--- config.mk ---
export PLATFORM = sky130hd
export DESIGN_NAME = pd_packet_serializer
export DESIGN_NICKNAME = d
export VERILOG_FILES = /design/src/rtl/pd_pkg.sv /design/src/rtl/pd_crc16.sv /design/src/rtl/pd_packet_serializer.sv
export SDC_FILE = /design/constraint.sdc
export NUM_CORES = 1
export LEC_CHECK = 0
export ABC_CLOCK_PERIOD_IN_PS = 4700
export CAP_MARGIN = 20
export CORE_MARGIN = 2
export CORE_UTILIZATION = 50
export DETAILED_ROUTE_END_ITERATION = 8
export PLACE_DENSITY = 0.73
export RECOVER_POWER = 25
export SLEW_MARGIN = 5
export SYNTH_ARGS = -nofsm -noshare
export SYNTH_HDL_FRONTEND = slang
export SYNTH_SLANG_ARGS = --single-unit
--- constraint.sdc ---
create_clock -name clk -period 4.7 [get_ports clk]
set_input_delay 0.94 -clock clk [delete_from_list [all_inputs] [get_ports clk]]
set_output_delay 0.94 -clock clk [all_outputs]
set_load 0.01 [all_outputs]
--- src/rtl/pd_pkg.sv ---
// rtl/pd_pkg.sv - shared types and constants for the packet-data serializer
package pd_pkg;

    localparam int          PD_WORD_W   = 16;
    localparam logic [15:0] CRC16_POLY  = 16'h8005;
    localparam logic        SERIAL_IDLE = 1'b1;

    typedef enum logic [2:0] {
        ST_IDLE = 3'd0,
        ST_SOF  = 3'd1,
        ST_DATA = 3'd2,
        ST_CRC  = 3'd3,
        ST_DONE = 3'd4
    } pd_ser_state_t;

    // One MSB-first CRC step: feedback is the outgoing CRC MSB xor the line bit.
    function automatic logic [15:0] crc16_step(input logic [15:0] crc, input logic bit_in);
        return {crc[14:0], 1'b0} ^ ((crc[15] ^ bit_in) ? CRC16_POLY : 16'h0000);
    endfunction

endpackage

--- src/rtl/pd_crc16.sv ---
// rtl/pd_crc16.sv - bit-serial CRC-16 register, no reflection, no final xor
module pd_crc16
    import pd_pkg::*;
(
    input  logic        clk,
    input  logic        n_rst,
    input  logic        init,
    input  logic [15:0] init_val,
    input  logic        shift_en,
    input  logic        bit_in,
    output logic [15:0] crc
);

    logic [15:0] r_crc;

    always_ff @(posedge clk or negedge n_rst) begin
        if (!n_rst) begin
            r_crc <= 16'h0000;
        end else if (init) begin
            r_crc <= init_val;
        end else if (shift_en) begin
            r_crc <= crc16_step(r_crc, bit_in);
        end
    end

    assign crc = r_crc;

endmodule

--- src/rtl/pd_packet_serializer.sv ---
// rtl/pd_packet_serializer.sv - pulls a frame word by word and sends it MSB-first
// with a start bit and trailing CRC-16 on a single serial line
module pd_packet_serializer
    import pd_pkg::*;
#(
    parameter int          NUM_WORDS  = 20,
    parameter int          BIT_PERIOD = 8,
    parameter logic [15:0] CRC_INIT   = 16'hFFFF
) (
    input  logic                 clk,
    input  logic                 n_rst,
    input  logic                 start,
    input  logic [PD_WORD_W-1:0] tx_data,
    output logic                 read_enable,
    output logic                 serial_out,
    output logic                 busy,
    output logic                 done,
    output logic [15:0]          crc_out
);

    localparam int                 CNT_W     = $clog2(BIT_PERIOD);
    localparam logic [CNT_W-1:0]   LAST_CNT  = CNT_W'(BIT_PERIOD - 1);
    localparam logic [4:0]         LAST_WORD = 5'(NUM_WORDS - 1);

    pd_ser_state_t    r_state;
    logic [CNT_W-1:0] r_bit_cnt;
    logic [3:0]       r_bit_idx;
    logic [4:0]       r_word_cnt;
    logic [15:0]      r_shift;
    logic [15:0]      r_crc_out;

    logic             w_period_end;
    logic             w_bit_end;
    logic             w_last_word;
    logic             w_crc_init;
    logic             w_crc_shift;
    logic [15:0]      w_crc;
    logic             w_serial;

    assign w_period_end = (r_bit_cnt == LAST_CNT);
    assign w_bit_end    = w_period_end && (r_bit_idx == 4'd15);
    assign w_last_word  = (r_word_cnt == LAST_WORD);
    assign w_crc_init   = (r_state == ST_IDLE) && start;
    assign w_crc_shift  = (r_state == ST_DATA) && w_period_end;

    pd_crc16 u_crc16 (
        .clk      (clk),
        .n_rst    (n_rst),
        .init     (w_crc_init),
        .init_val (CRC_INIT),
        .shift_en (w_crc_shift),
        .bit_in   (r_shift[15]),
        .crc      (w_crc)
    );

    always_ff @(posedge clk or negedge n_rst) begin
        if (!n_rst) begin
            r_state    <= ST_IDLE;
            r_bit_cnt  <= '0;
            r_bit_idx  <= '0;
            r_word_cnt <= '0;
            r_shift    <= '0;
            r_crc_out  <= 16'h0000;
        end else begin
            case (r_state)
                ST_IDLE: begin
                    if (start) begin
                        r_state    <= ST_SOF;
                        r_bit_cnt  <= '0;
                        r_bit_idx  <= '0;
                        r_word_cnt <= '0;
                    end
                end
                ST_SOF: begin
                    if (w_period_end) begin
                        r_state    <= ST_DATA;
                        r_bit_cnt  <= '0;
                        r_shift    <= tx_data;
                        r_word_cnt <= '0;
                    end else begin
                        r_bit_cnt <= r_bit_cnt + 1'b1;
                    end
                end
                ST_DATA: begin
                    if (w_period_end) begin
                        r_bit_cnt <= '0;
                        r_bit_idx <= r_bit_idx + 4'd1;
                        // Next word loads on the same edge as the last shift: no gap bit.
                        if (r_bit_idx == 4'd15) begin
                            if (w_last_word) begin
                                r_state <= ST_CRC;
                            end else begin
                                r_shift    <= tx_data;
                                r_word_cnt <= r_word_cnt + 5'd1;
                            end
                        end else begin
                            r_shift <= {r_shift[14:0], 1'b0};
                        end
                    end else begin
                        r_bit_cnt <= r_bit_cnt + 1'b1;
                    end
                end
                ST_CRC: begin
                    if (w_period_end) begin
                        r_bit_cnt <= '0;
                        r_bit_idx <= r_bit_idx + 4'd1;
                        if (r_bit_idx == 4'd15) begin
                            r_state <= ST_DONE;
                        end
                    end else begin
                        r_bit_cnt <= r_bit_cnt + 1'b1;
                    end
                end
                ST_DONE: begin
                    r_crc_out <= w_crc;
                    r_state   <= ST_IDLE;
                end
                default: begin
                    r_state <= ST_IDLE;
                end
            endcase
        end
    end

    // CRC is frozen in ST_CRC, so its bits are indexed directly rather than shifted.
    always_comb begin
        w_serial = SERIAL_IDLE;
        case (r_state)
            ST_SOF:  w_serial = 1'b0;
            ST_DATA: w_serial = r_shift[15];
            ST_CRC:  w_serial = w_crc[~r_bit_idx];
            default: w_serial = SERIAL_IDLE;
        endcase
    end

    assign read_enable = ((r_state == ST_SOF) && w_period_end) ||
                         ((r_state == ST_DATA) && w_bit_end && !w_last_word);
    assign serial_out  = w_serial;
    assign busy        = (r_state != ST_IDLE);
    assign done        = (r_state == ST_DONE);
    assign crc_out     = r_crc_out;

endmodule
==> Word level (Yosys, flattened, before mapping) <==
Index checks and enable logic that the tools add are counted.
{ "word_totals": {"output_inout_bits": 20, "ff_bits": 63, "in_bits": 19} }
{ "classes": {"n_lt_le_gt_ge": 1, "n_addsub": 3, "n_bitwise": 3, "muxes": 31, "eq_ne": 17, "n_reduce_logical": 22} }
{ "op_table": {"columns": ["operator", "count"], "rows": [
  ["$mux 16", 7],
  ["$pmux 16 s2", 1],
  ["$mux 3", 9],
  ["$mux 5", 5],
  ["$ne 2x2->1 const B", 8],
  ["$xor 16x16->16", 1],
  ["$pmux 5 s3", 1],
  ["$pmux 3 s4", 1],
  ["$mux 4", 2],
  ["$pmux 4 s2", 1],
  ["$reduce_bool 2->1", 4],
  ["$reduce_and 7->1", 1],
  ["$eq 3x2->1 const B", 2],
  ["$eq 3x3->1 const B", 2],
  ["$logic_and 1x1->1", 6],
  ["$pmux 3 s2", 1],
  ["$reduce_and 6->1", 1],
  ["$reduce_bool 3->1", 2],
  ["$add 5x1->5 const B", 1],
  ["$eq 5x5->1 const B", 1],
  ["$lt 4x5->1 const B", 1],
  ["$add 4x1->4 const B", 1],
  ["$bmux 1 s4", 1],
  ["$eq 4x4->1 const B", 1],
  ["16 further kinds", 16]
]} }

==> Depth between registers and ports, before layout <==
Gate-level depths: netlist (run 1).
{ "logic_depth": {"word_depth": 5, "ltp_mapped": 7, "ltp_nobuf": 6} }

==> By module <==
From an unflattened synthesis (run 1), not the netlist that was laid out.
{ "unflattened": {"cells_unflattened": 282, "hier_area_um2": 3342.0} }
{ "modules_own_cells": {"columns": ["module", "cells_each", "seq_area_each_um2", "area_per_inst_um2", "instances"], "rows": [
  ["pd_packet_serializer", 204, 1176.1, 2534.9, 1],
  ["pd_crc16", 78, 400.4, 807.0, 1]
]} }

==> Least setup slack after synthesis (run 1) <==
No wires, ideal clock.
{ "synth_timing": {"path_kind": "register -> output", "start": "register r_bit_idx[0]", "end": "output serial_out", "setup_slack_ps": 2328, "required_time_ps": 3760, "path_stages_with_launch": 5, "n_path_buf": 1, "arrival_ps": 1432, "path_cell_list": "dfrtp_1 -> clkbuf_1 -> mux4_2 -> o211ai_1 -> nand3_1"} }
{ "synth_via": {"elab_chain_cells": 4} }
{ "synth_lines": {"columns": ["element", "line_no", "text"], "rows": [
  ["from (decl)", "pd_packet_serializer.sv:27", "logic [3:0] r_bit_idx;"],
  ["from (signal assigned)", "pd_packet_serializer.sv:87", "r_bit_idx <= r_bit_idx + 4'd1;"],
  ["from (signal assigned)", "pd_packet_serializer.sv:106", "r_bit_idx <= r_bit_idx + 4'd1;"],
  ["$not 4->4", "pd_packet_serializer.sv:131", "ST_CRC: w_serial = w_crc[~r_bit_idx];"],
  ["$bmux 1 s4", "pd_packet_serializer.sv:131", null],
  ["$mux 1 (not written as such)", "pd_packet_serializer.sv:131", null],
  ["$pmux 1 s3", "pd_packet_serializer.sv:128", "case (r_state)"],
  ["to (decl)", "pd_packet_serializer.sv:15", "output logic serial_out,"]
]} }
Every way passes these cells. The select of a mux whose other input is x is not followed.

==> Worst setup path in the final report (run 1) <==
{ "layout_timing": {"start": "register r_state[1]", "end": "output read_enable"} }
{ "layout_via": {"elab_chain_cells": 4} }
{ "layout_lines": {"columns": ["element", "line_no", "text"], "rows": [
  ["from (decl)", "pd_packet_serializer.sv:25", "pd_ser_state_t r_state;"],
  ["from (signal assigned)", "pd_packet_serializer.sv:58", "r_state <= ST_IDLE;"],
  ["from (signal assigned)", "pd_packet_serializer.sv:68", "r_state <= ST_SOF;"],
  ["from (signal assigned)", "pd_packet_serializer.sv:76", "r_state <= ST_DATA;"],
  ["$eq 3x2->1", "pd_packet_serializer.sv:137", "((r_state == ST_DATA) && w_bit_end && !w_last_word);"],
  ["$logic_and 1x1->1 (2 in a row)", "pd_packet_serializer.sv:137", null],
  ["$logic_or 1x1->1 (*)", "pd_packet_serializer.sv:136", "assign read_enable = ((r_state == ST_SOF) && w_period_end) ||"],
  ["to (decl)", "pd_packet_serializer.sv:14", "output logic read_enable,"]
]} }
Mark *: on every way between the ends. The rest lies on a longest branch, timed or not.

==> impl_metrics.tcl, run 1 <==
set metrics [dict create \
    run_status "complete, but fails checks" \
    failed_checks "max-capacitance violations, max-slew violations" \
    overflow 0 \
    die_w_microns 82.65 \
    worstPathArrival_ns 2.72 \
    worst_pin_slew_ns 2.257 \
    place_ws_ns 1.450 \
    clock_latency_ns 0.33 \
    worstPathRequired_ns 3.76 \
    die_h_microns 82.65 \
    grt_max_degree 45 \
    grt_pass1_wl_microns 9970 \
    synth-simple-area-share_pct 16.10 \
    antenna_found_initial 0 \
    grt_pass1_vias 2180 \
    synthAdderAreaFrac_pct 2.023 \
    grt_use_total_pct 19.57 \
    core_sq_mm 0.005956 \
    slew_headroom_pct -50.47 \
    vias_per_cell 5.535 \
    hpwl_microns 3874 \
    path_class "reg2out" \
    utilization_pct 62.40 \
    clkTransAtPathRegs_ns 0.06 \
    fin_setup_tns_ns 0 \
    synth_edf_count 0 \
    gp_congestion 0.8281 \
    drtAntennaViolNets 0 \
    synth_mux_area_share_pct 20.15 \
    syn-cell-area_sq_mm 0.003093 \
    cts_made_buffers 9 \
    setup_slack_ns 1.043 \
    post-place-cells 373 \
    clockRootBuffer "clkbuf_8" \
    post-route-min-period_ns 3.657 \
    drv_cap 1 \
    ir_worst_vdd_mv 0.2091 \
    clockBufferDepth 2 \
    start_util_pct 51.93 \
    drt_iter0_markers 157 \
    cts_resized 0 \
    wl_microns 5739 \
    fill_cells 497 \
    synth_top_family_by_area "multiplexers" \
    syn_nets 297 \
    finalSetupViolations 0 \
    synth_cells 273 \
    syn_area_per_cell_sq_um 11.33 \
    area_growth_pct 20.15 \
    num_antenna_cells 0 \
    period_share_pct 77.82 \
    rsz0062_at_grt "false" \
    yosysWarnings 0 \
    cts_setup_buffers 0 \
    synth_top_flop_cell "dfrtp_1" \
    drc_errors 0 \
    first_pass_iters 5 \
    cp-end-kind "output pin" \
    numPortBuffers 38 \
    cp-start-kind "flop" \
    layout.nets 333 \
    cp_max_fo 17 \
    synth_xor_area_share_pct 1.416 \
    slew_viol_final 45 \
    synth_seq_cells 63 \
    num_rows 28 \
    cts_hold_buffers 0 \
    die_area_sq_mm 0.006831 \
    wire_per_inst_microns 14.75 \
    synth_cell_types 45 \
    cts_tree "yes" \
    vias 2153 \
    top_level_ports 39 \
    htreeDepth 3 \
    drive_gt1_share_pct 19.11 \
    synth_compound_area_share_pct 6.189 \
    hold_violations 0 \
    min_path_type "reg2reg" \
    finalClockSkew_ns 0.005486 \
    fin_cells 389 \
    max_clock_freq_mhz 273.4 \
    total_power_mw 1.153 \
    leakage_nw 1.614 \
    powerDensity_mw_per_mm2 310.2 \
    layout_commonest_cell "dfrtp_1" \
    seq_area_frac_synth_pct 50.97 \
    cts_sinks 63 \
    final_cell_mix "dfrtp_1 (63), nand2_1 (39), mux2_2 (37), clkdlybuf4s50_1 (37), nand3_1 (24)" \
    synth-async-reset-ratio_pct 100.0 \
]
[state kept, by name (all words and copies together), names as in the netlist]
register     flops
r_state          3
r_shift         16
r_word_cnt       5
r_bit_idx        4
r_bit_cnt        3
u_crc16.crc     16
crc_out         16
[cells by family after synthesis]
family / after synthesis
muxes: 53
adders and majority gates: 5
and+or+nand+nor: 97
AOI/OAI and AO/OA: 29
DFF: 63
xor gates and xnor gates: 5
buffers and inverters: 21
[critical path: stages, from the launching register on]
cell             delay, ns
dfrtp_1               0.61
nor3b_4               0.38
and2_1                0.53
nand3_1               0.14
o21ai_0               0.14
clkdlybuf4s50_1       0.58
[path summary, 6_finish.rpt]
check | startpoint | end | slack [ns] | cells after the start
setup reg to reg | r_bit_idx[0] | r_shift[9] | 2.21 | 5
min in group asynchronous | n_rst | r_shift[2] | 0.76 | 1
hold reg to reg | r_word_cnt[4] | r_word_cnt[4] | 0.50 | 1
hold / removal | r_word_cnt[4] | r_word_cnt[4] | 0.50 | 1
setup / recovery | r_state[1] | read_enable | 1.04 | 5
max in group asynchronous | n_rst | u_crc16.crc[5] | 1.29 | 2
[cells in the mapped netlist (4+ instances only)]
| cell | instances | area share, % |
|---|---|---|
| inv_1 | 6 | 0.73 |
| mux2_2 | 37 | 13 |
| nor3_1 | 4 | 0.65 |
| nor2_1 | 7 | 0.85 |
| o21ai_0 | 12 | 1.9 |
| nand3b_1 | 4 | 0.97 |
| a21oi_1 | 5 | 0.81 |
| clkbuf_1 | 6 | 0.73 |
| and2_1 | 4 | 0.81 |
| nand3_1 | 23 | 3.7 |
| nand2_1 | 39 | 4.7 |
| ha_1 | 5 | 2.0 |
| dfrtp_1 | 63 | 51 |
| mux2_1 | 7 | 2.5 |
| mux2i_1 | 6 | 1.9 |
| buf_2 | 6 | 0.97 |
[per-stage QoR]
step	hold slack, ns	instance area (sq um)
finish	0.4991	3716
global placement	0.4687	3502
CTS	0.4893	3726
detailed placement	0.4784	3502
floorplan	0.4454	3093
global route	0.5139	3716
[layout make-up]
type / count / area (sq um) / share of cell area (%)
inverters: 6 / 22.52 / 0.6061
well taps: 75 / 93.84 / 2.525
repair buffers: 40 / 385.4 / 10.37
flip-flops and latches: 63 / 1577 / 42.42
multi-input cells: 189 / 1414 / 38.05
clock inverters: 3 / 65.06 / 1.751
clock buffers: 13 / 158.9 / 4.276
[per-layer routing]
metal / vias up / global-route usage (%) / share of wire [%]
met1: 1046 / 24.54 / 47
met2: 57 / 31.61 / 46
met4: 0 / 10.82 / 2.0
li1: 1042 / - / -
met5: - / 0 / 0
met3: 8 / 4.130 / 4.6
[where the power goes]
part / internal (mW) / switching (mW)
registers: 0.559 / 0.0155
logic: 0.0309 / 0.0261
clock network: 0.327 / 0.194
Note: power is estimated with default switching activity, not from simulation.
==> run 2: changes to the inputs <==
Settings changed: ABC_CLOCK_PERIOD_IN_PS 4700 to 3200, PLACE_DENSITY 0.73 to 0.76.
Clock period 4.7 ns to 3.2 ns, I/O delays scaled along.
==> run 2 against run 1 <==
  * The flow still finishes with violations (max-capacitance violations, max-slew violations)
  * Combinational power grew 48%
  * First-iteration DRC count grew 30%
  * Via count grew 0.19%
  * Largest power group unchanged
==> impl_metrics.tcl, run 2 (same netlist as run 1, synthesis figures left out) <==
set metrics [dict create \
    finalSetupViolations 0 \
    clock_latency_ns 0.33 \
    drc_errors 0 \
    multi_input_area_sq_mm 0.001419 \
    crit_buf_inv 1 \
    hpwl_microns 4112 \
    regArea_sq_mm 0.001577 \
    numPortBuffers 38 \
    layout_commonest_cell "dfrtp_1" \
    grt_pass1_vias 2130 \
    grt-busiest-layer "met2" \
    path_depth 5 \
    clockRootBuffer "clkbuf_8" \
    min_path_type "reg2reg" \
    finalClockSkew_ns 0.007379 \
    cts_hold_buffers 0 \
    holdPathStages 1 \
    drv_cap 1 \
    gr-usage-met1_pct 23.84 \
    reg2regPathDepth 5 \
    overflow 0 \
    vias 2157 \
    antenna_found_initial 0 \
    die_h_microns 82.65 \
    fin_cells 390 \
    cts_sinks 63 \
    cp_max_fo 17 \
    hold_violations 0 \
    slew_viol_final 33 \
    num_antenna_cells 0 \
    leakage_nw 1.601 \
    vias_per_cell 5.531 \
    die_area_sq_mm 0.006831 \
    post-place-cells 377 \
    gp_congestion 0.8338 \
    first_pass_iters 4 \
    max_clock_freq_mhz 342.3 \
    cts_resized 0 \
    drtAntennaViolNets 0 \
    rsz0062_at_grt "false" \
    wl_microns 5775 \
    core_sq_mm 0.005956 \
    die_w_microns 82.65 \
    cp-end-kind "output pin" \
    grt_use_total_pct 18.62 \
    drt_iter0_markers 204 \
    period_share_pct 91.29 \
    area_growth_pct 18.93 \
    final_cell_mix "dfrtp_1 (63), nand2_1 (39), mux2_2 (37), clkdlybuf4s50_1 (37), nand3_1 (23)" \
    ir_worst_vdd_mv 0.3417 \
    grt_use_met3_pct 5.543 \
    met2_usage_pct 30.40 \
    htreeDepth 3 \
    worst_pin_slew_ns 1.671 \
    post-route-min-period_ns 2.921 \
    cts_setup_buffers 0 \
    cp_top_family "simple AND/OR/NAND/NOR gates" \
    cts_tree "yes" \
    start_util_pct 51.93 \
    failed_checks "max-capacitance violations, max-slew violations" \
    crit_slowest_cell "dfrtp_1" \
    run_status "complete, but fails checks" \
    path_cells "nor3b_4 -> and2_1 -> nand3_1 -> o21ai_0 -> clkdlybuf4s50_1" \
    cts_made_buffers 9 \
    drive_gt1_share_pct 20.00 \
    powerDensity_mw_per_mm2 404.4 \
    slew_headroom_pct -11.38 \
    num_rows 28 \
    fill_cells 511 \
    worstPathArrival_ns 2.28 \
    path_class "reg2out" \
    critical-path-max-stage-delay_ns 0.62 \
    fin_setup_tns_ns 0 \
    layout.nets 337 \
    grt_pass1_wl_microns 9584 \
    clkTransAtPathRegs_ns 0.07 \
    clockBufferDepth 2 \
    grt_max_degree 33 \
    wire_per_inst_microns 14.81 \
    worstPathRequired_ns 2.56 \
    cp-start-kind "flop" \
    top_level_ports 39 \
]
run 2: cell count changes in the layout (fill, tap and decap cells not counted), sizes merged:
| cell | change |
|---|---|
| clkbuf | -2 |
| clkinv | +1 |
| buf | +4 |
| bufinv | -2 |
run 2: report_power, final:
group,switching [mW],internal (mW),total [mW]
logic,0.0380,0.0464,0.0844
clock network,0.272,0.286,0.559
registers,0.0237,0.821,0.845
run 2: layer usage:
metal	part of all wire, %	wire, microns
met4	0.76	44
met3	6.4	372
met5	0	0
met1	47	2695
met2	46	2663
run 2: path summary, 6_finish.rpt:
check,startpoint,to,slack [ns]
setup / recovery,r_state[1],read_enable,0.28
hold / removal,r_word_cnt[3],r_word_cnt[3],0.50
setup reg to reg,r_bit_idx[0],r_shift[10],0.95
hold reg to reg,r_word_cnt[3],r_word_cnt[3],0.50
max in group asynchronous,n_rst,r_shift[12],1.07
min in group asynchronous,n_rst,r_shift[4],0.74
run 2: cell type report:
cell class                      count  share of cell area (%)
Sequential cell                    63                   42.86
Multi-Input combinational cell    189                   38.57
Timing Repair Buffer               44                   11.29
Clock buffer                       11                   3.844
Tap cell                           75                   2.551
Inverter                            6                  0.6122
Clock inverter                      2                  0.2721
run 2: per-stage QoR:
stage	total power [mW]	hold slack (ns)	area (sq um)	utilization, %	setup WS [ns]
after floorplan	0.8893	0.3444	3093	-	1.128
after global placement	0.9429	0.4724	3532	59.31	0.7210
after detailed placement	0.9462	0.4937	3532	59.31	0.6272
after CTS	1.505	0.3781	3684	61.85	0.2751
after global routing	1.558	0.5193	3679	61.76	0.1174
final	1.488	0.5036	3679	61.76	0.2788
